**src/rtl/ram_program_loader.sv**
```systemverilog
// ram_program_loader
//
// Streams a framed, checksummed program image into the CPU's RAM and keeps
// the CPU in reset until the whole frame has been received and validated.
//
// Frame: SYNC_BYTE, LEN, LEN data bytes, CHK.
//   LEN = 0 means a full RAM (DEPTH bytes); LEN > DEPTH aborts the frame.
//   The frame is good when (sum of data bytes + CHK) mod 2**DATA_WIDTH == 0.
//
// Ports:
//   clk         system clock, all logic on its rising edge
//   reset       synchronous, active-low reset
//   in_data     stream byte
//   in_valid    in_data is valid
//   in_ready    loader accepts a byte this cycle (low only while in reset)
//   ram_we      registered RAM write strobe, one cycle per data byte
//   ram_addr    registered RAM write address
//   ram_wdata   registered RAM write data
//   cpu_hold    high = CPU held in reset
//   load_done   sticky, last frame validated
//   load_error  sticky, last frame failed
module ram_program_loader #(
   parameter int          DATA_WIDTH    = 8,
   parameter int          ADDR_WIDTH    = 4,
   parameter logic [7:0]  SYNC_BYTE     = 8'hA5,
   parameter bit          HOLD_AT_RESET = 1'b1
) (
   input  logic                  clk,
   input  logic                  reset,
   input  logic [DATA_WIDTH-1:0] in_data,
   input  logic                  in_valid,
   output logic                  in_ready,
   output logic                  ram_we,
   output logic [ADDR_WIDTH-1:0] ram_addr,
   output logic [DATA_WIDTH-1:0] ram_wdata,
   output logic                  cpu_hold,
   output logic                  load_done,
   output logic                  load_error
);

   localparam int DEPTH = 2 ** ADDR_WIDTH;
   // One extra bit so a full-depth count is representable and the index
   // reaches DEPTH without wrapping back onto address 0.
   localparam int IW    = ADDR_WIDTH + 1;

   typedef enum logic [2:0] {
      S_IDLE,
      S_LEN,
      S_DATA,
      S_CHK,
      S_DONE,
      S_ERR
   } state_t;

   state_t                state_reg, state_next;
   logic                  ready_reg;
   logic                  we_reg, we_next;
   logic [ADDR_WIDTH-1:0] addr_reg, addr_next;
   logic [DATA_WIDTH-1:0] wdata_reg, wdata_next;
   logic                  hold_reg, hold_next;
   logic                  done_reg, done_next;
   logic                  error_reg, error_next;
   logic [IW-1:0]         idx_reg, idx_next;
   logic [IW-1:0]         count_reg, count_next;
   logic [DATA_WIDTH-1:0] acc_reg, acc_next;

   logic                  xfer;
   logic [DATA_WIDTH-1:0] chk_sum;
   logic [IW-1:0]         idx_inc;

   assign in_ready   = ready_reg;
   assign ram_we     = we_reg;
   assign ram_addr   = addr_reg;
   assign ram_wdata  = wdata_reg;
   assign cpu_hold   = hold_reg;
   assign load_done  = done_reg;
   assign load_error = error_reg;

   assign xfer    = in_valid && ready_reg;
   assign chk_sum = acc_reg + in_data;
   assign idx_inc = idx_reg + IW'(1);

   always_ff @(posedge clk) begin
      if (!reset) begin
         state_reg <= S_IDLE;
         ready_reg <= 1'b0;
         we_reg    <= 1'b0;
         addr_reg  <= '0;
         wdata_reg <= '0;
         hold_reg  <= HOLD_AT_RESET;
         done_reg  <= 1'b0;
         error_reg <= 1'b0;
         idx_reg   <= '0;
         count_reg <= '0;
         acc_reg   <= '0;
      end else begin
         state_reg <= state_next;
         ready_reg <= 1'b1;
         we_reg    <= we_next;
         addr_reg  <= addr_next;
         wdata_reg <= wdata_next;
         hold_reg  <= hold_next;
         done_reg  <= done_next;
         error_reg <= error_next;
         idx_reg   <= idx_next;
         count_reg <= count_next;
         acc_reg   <= acc_next;
      end
   end

   always_comb begin
      state_next = state_reg;
      we_next    = 1'b0;          // strobe only in the cycle after a data byte
      addr_next  = addr_reg;
      wdata_next = wdata_reg;
      hold_next  = hold_reg;
      done_next  = done_reg;
      error_next = error_reg;
      idx_next   = idx_reg;
      count_next = count_reg;
      acc_next   = acc_reg;

      case (state_reg)
         S_IDLE, S_DONE, S_ERR: begin
            // Only a header byte starts a frame; anything else is dropped.
            if (xfer && in_data == DATA_WIDTH'(SYNC_BYTE)) begin
               state_next = S_LEN;
               done_next  = 1'b0;
               error_next = 1'b0;
               hold_next  = 1'b1;
               idx_next   = '0;
               acc_next   = '0;
            end
         end

         S_LEN: begin
            if (xfer) begin
               if (in_data == '0) begin
                  count_next = IW'(DEPTH);
                  state_next = S_DATA;
               end else if (in_data > DATA_WIDTH'(DEPTH)) begin
                  // Oversized image: fail the frame before touching RAM.
                  state_next = S_ERR;
                  error_next = 1'b1;
               end else begin
                  count_next = IW'(in_data);
                  state_next = S_DATA;
               end
            end
         end

         S_DATA: begin
            if (xfer) begin
               we_next    = 1'b1;
               addr_next  = idx_reg[ADDR_WIDTH-1:0];
               wdata_next = in_data;
               acc_next   = chk_sum;
               idx_next   = idx_inc;
               if (idx_inc == count_reg) begin
                  state_next = S_CHK;
               end
            end
         end

         S_CHK: begin
            if (xfer) begin
               if (chk_sum == '0) begin
                  state_next = S_DONE;
                  done_next  = 1'b1;
                  hold_next  = 1'b0;
               end else begin
                  // Partial image stays in RAM; the CPU remains held.
                  state_next = S_ERR;
                  error_next = 1'b1;
               end
            end
         end

         default: begin
            state_next = S_IDLE;
         end
      endcase
   end

endmodule

```
**config.mk**
```make
export PLATFORM = sky130hd
export DESIGN_NAME = ram_program_loader
export DESIGN_NICKNAME = d
export VERILOG_FILES = /design/src/rtl/ram_program_loader.sv
export SDC_FILE = /design/constraint.sdc
export NUM_CORES = 1
export LEC_CHECK = 0
export ABC_AREA = 1
export BUFFER_PORTS_ARGS = -buffer_cell sky130_fd_sc_hd__buf_2
export CORE_UTILIZATION = 55
export DETAILED_ROUTE_END_ITERATION = 7
export GPL_TIMING_DRIVEN = 0
export PLACE_DENSITY = 0.75
export SLEW_MARGIN = 20
export SYNTH_ARGS = -nofsm -noshare
export SYNTH_HDL_FRONTEND = slang
export SYNTH_SLANG_ARGS = --single-unit
```
**constraint.sdc**
```tcl
create_clock -name clk -period 4.2 [get_ports clk]
set_input_delay 0.42 -clock clk [delete_from_list [all_inputs] [get_ports clk]]
set_output_delay 0.42 -clock clk [all_outputs]
set_load 0.01 [all_outputs]
```
==> metrics.txt <==
status finished, final reports clean; H-tree levels 2; vias in the first global route 1793; Vias/cell 5.25; post-DP HPWL 3.50 mm; Inserted Clock Buffers 5; Post-Syn Instances 290; actual slew at the worst max-slew pin 0.539 ns; Top Layer Used met4; Clock Latency Late Sink 0.30 ns; Die W 63.1 um; Crit path top cell by count nand2_1; Final Setup Violations 0; # hold bufs at CTS 0; Main synth FF type dfxtp_1; CP top delay family simple AND/OR/NAND/NOR gates; reg-to-reg startpoint acc_reg[0]$_SDFFE_PN0P_; initial antenna violation count 0; crit path max fanout 3; ys async rst share 0%; Initial DRC Count 90; dpl ws 1.92 ns; largest net degree at the start of global routing 12; Post-CTS Setup Bufs 0; clock root cell clkbuf_8; Hold Slack 0.248 ns; # nets final 344; post-DR wirelength/cell 13.0 um; CTS Sinks 38; I/O Pins 28; Vias 1946; Max transition margin 64.0%; clock buffer depth 2; CP Class reg -> reg; core footprint 3470 um^2; Crit. End Element flip-flop; synthesis-to-layout area growth 13.8%; top post-synthesis cells by area dfxtp_1, nand2_1, nor2_1; HP Start reset; Reg2Reg Setup Slack 2.14 ns; critical path, cell by cell ha_1 -> fa_1 -> nand2_1 -> nand2_1 -> nand3_1 -> nand2_1 -> nand2_1 -> nand2_1 -> nor2_1 -> nand2_1 -> inv_1 -> nand2_1 -> a21oi_1 -> nor2_1; post-synth top area cell dfxtp_1; clk slew on worst S/H paths 0.08 ns; final worst-path cycle share 49.0%; die span in y 63.1 um; post-CTS sizing 0; Final Critical Period 2.06 ns; max incr delay on CP 0.40 ns; CP required 4.37 ns; unrepaired setup endpoints after global routing false; IR drop worst, VDD 298 uV; Post-synth EDFFs 0; Arr. time, crit path 2.23 ns; Final GP Congestion 0.880; non-filler cells, final 371; Core Rows 21; most frequent cells in the layout nand2_1, dfxtp_1, nor2_1; syn avg cell area 7.09 um^2; Seq/Total Area, Yosys 37.0%; commonest non-fill, non-tap cell in the layout nand2_1; setup tns final 0 ns; final worst slack 2.14 ns; die area 3990 um^2; drt drc 0; Initial Util 59.3%; Synth top area share 37.0%; Critical path buffers and inverters 1; Crit-path slowest cell fa_1; routed wl met3 205 um; first drt pass iteration count 4; Hold Crit Class in -> reg; Tot GR Track Use 26.4%; met2 wire len 2.14 mm; GRT Residual Overflow 0; flops & latches, synth 38; Synth Warn # 0; crit path launch acc_reg[0]$_SDFFE_PN0P_; overall routed net length 4.83 mm; Pwr per Cell Area 368 nW/um^2; ANT cells 0; maximum capacitance violations 0; Met1 Routed Length 2.43 mm; CTS tree done; Final Hold Viols 0; Cells after DPL 363; leakage 0.00114 uW; Syn Nets 310; first-pass GRT wire length 8.24 mm; fin. max-slew vios 0; share of layout cells above drive strength 1 17.5%; synthesized area 2060 um^2; Yosys cell types 34; clk_skew 0.0108 ns; Max Clock Freq 486 MHz; # port buffers 27; antenna-violating nets left 0; CP Launch Type flip-flop
routing by layer:
layer	GRT usage [%]	up-vias
met1	34.6	895
met2	42.5	39
li1	-	1006
met4	7.56	0
met5	0	-
met3	6.70	6
worst paths after layout:
| check | depth (start not counted) | to |
|---|---|---|
| max | 14 | load_error$_SDFFE_PN0P_ |
| min | 1 | in_ready$_DFF_P_ |
| max reg2reg | 14 | load_error$_SDFFE_PN0P_ |
| min reg2reg | 2 | count_reg[0]$_SDFFE_PN0P_ |
where the power goes:
| part | switching [uW] | total (uW) | internal (uW) |
|---|---|---|---|
| clock | 131 | 263 | 133 |
| combinational | 122 | 195 | 72.4 |
| sequential | 17.0 | 403 | 386 |
| total | 270 | 861 | 591 |
layout make-up:
class,instances,area (um^2)
repair buffers,27,135
clock inverters,1,5.00
flip-flops and latches,38,761
multi-input cells,205,1080
plain buffers,10,75.1
inverters,37,139
clock buffers,7,86.3
fillers,327,1130
well taps,46,57.6
worst register-to-register path, stage by stage, from the launching register on:
cell and delay, ns:
dfxtp_1 0.32, ha_1 0.21, fa_1 0.40, nand2_1 0.08
nand2_1 0.09, nand3_1 0.12, nand2_1 0.06, nand2_1 0.05
nand2_1 0.07, nor2_1 0.10, nand2_1 0.10, inv_1 0.08
nand2_1 0.06, a21oi_1 0.13, nor2_1 0.05
per-stage QoR:
stage	power, uW	utilization, %	instance area (um^2)
floorplan	549	-	2060
global placement	601	64.8	2250
detailed placement	603	64.8	2250
CTS	861	67.5	2340
global route	907	67.5	2340
finish	861	67.5	2340
synthesized netlist by cell type (all sizes together), types with 3 or more instances:
cell type  instances
nand2             70
dfxtp             38
nor2              37
inv               36
nand3             23
a21oi             22
o21ai             22
ha                 8
buf                7
a32o               4
nand4              4
clkbuf             3
or2                3
xor2               3
cell families after synthesis:
logic type | after synthesis | share of synthesized area, %
AOI/OAI and AO/OA | 52 | 15.6
and+or+nand+nor | 139 | 29.0
xor gates and xnor gates | 5 | 2.13
adders and majority gates | 9 | 5.84
DFF | 38 | 37.0
buffers and inverters | 47 | 10.4
Power figures use the tool's default switching activity.
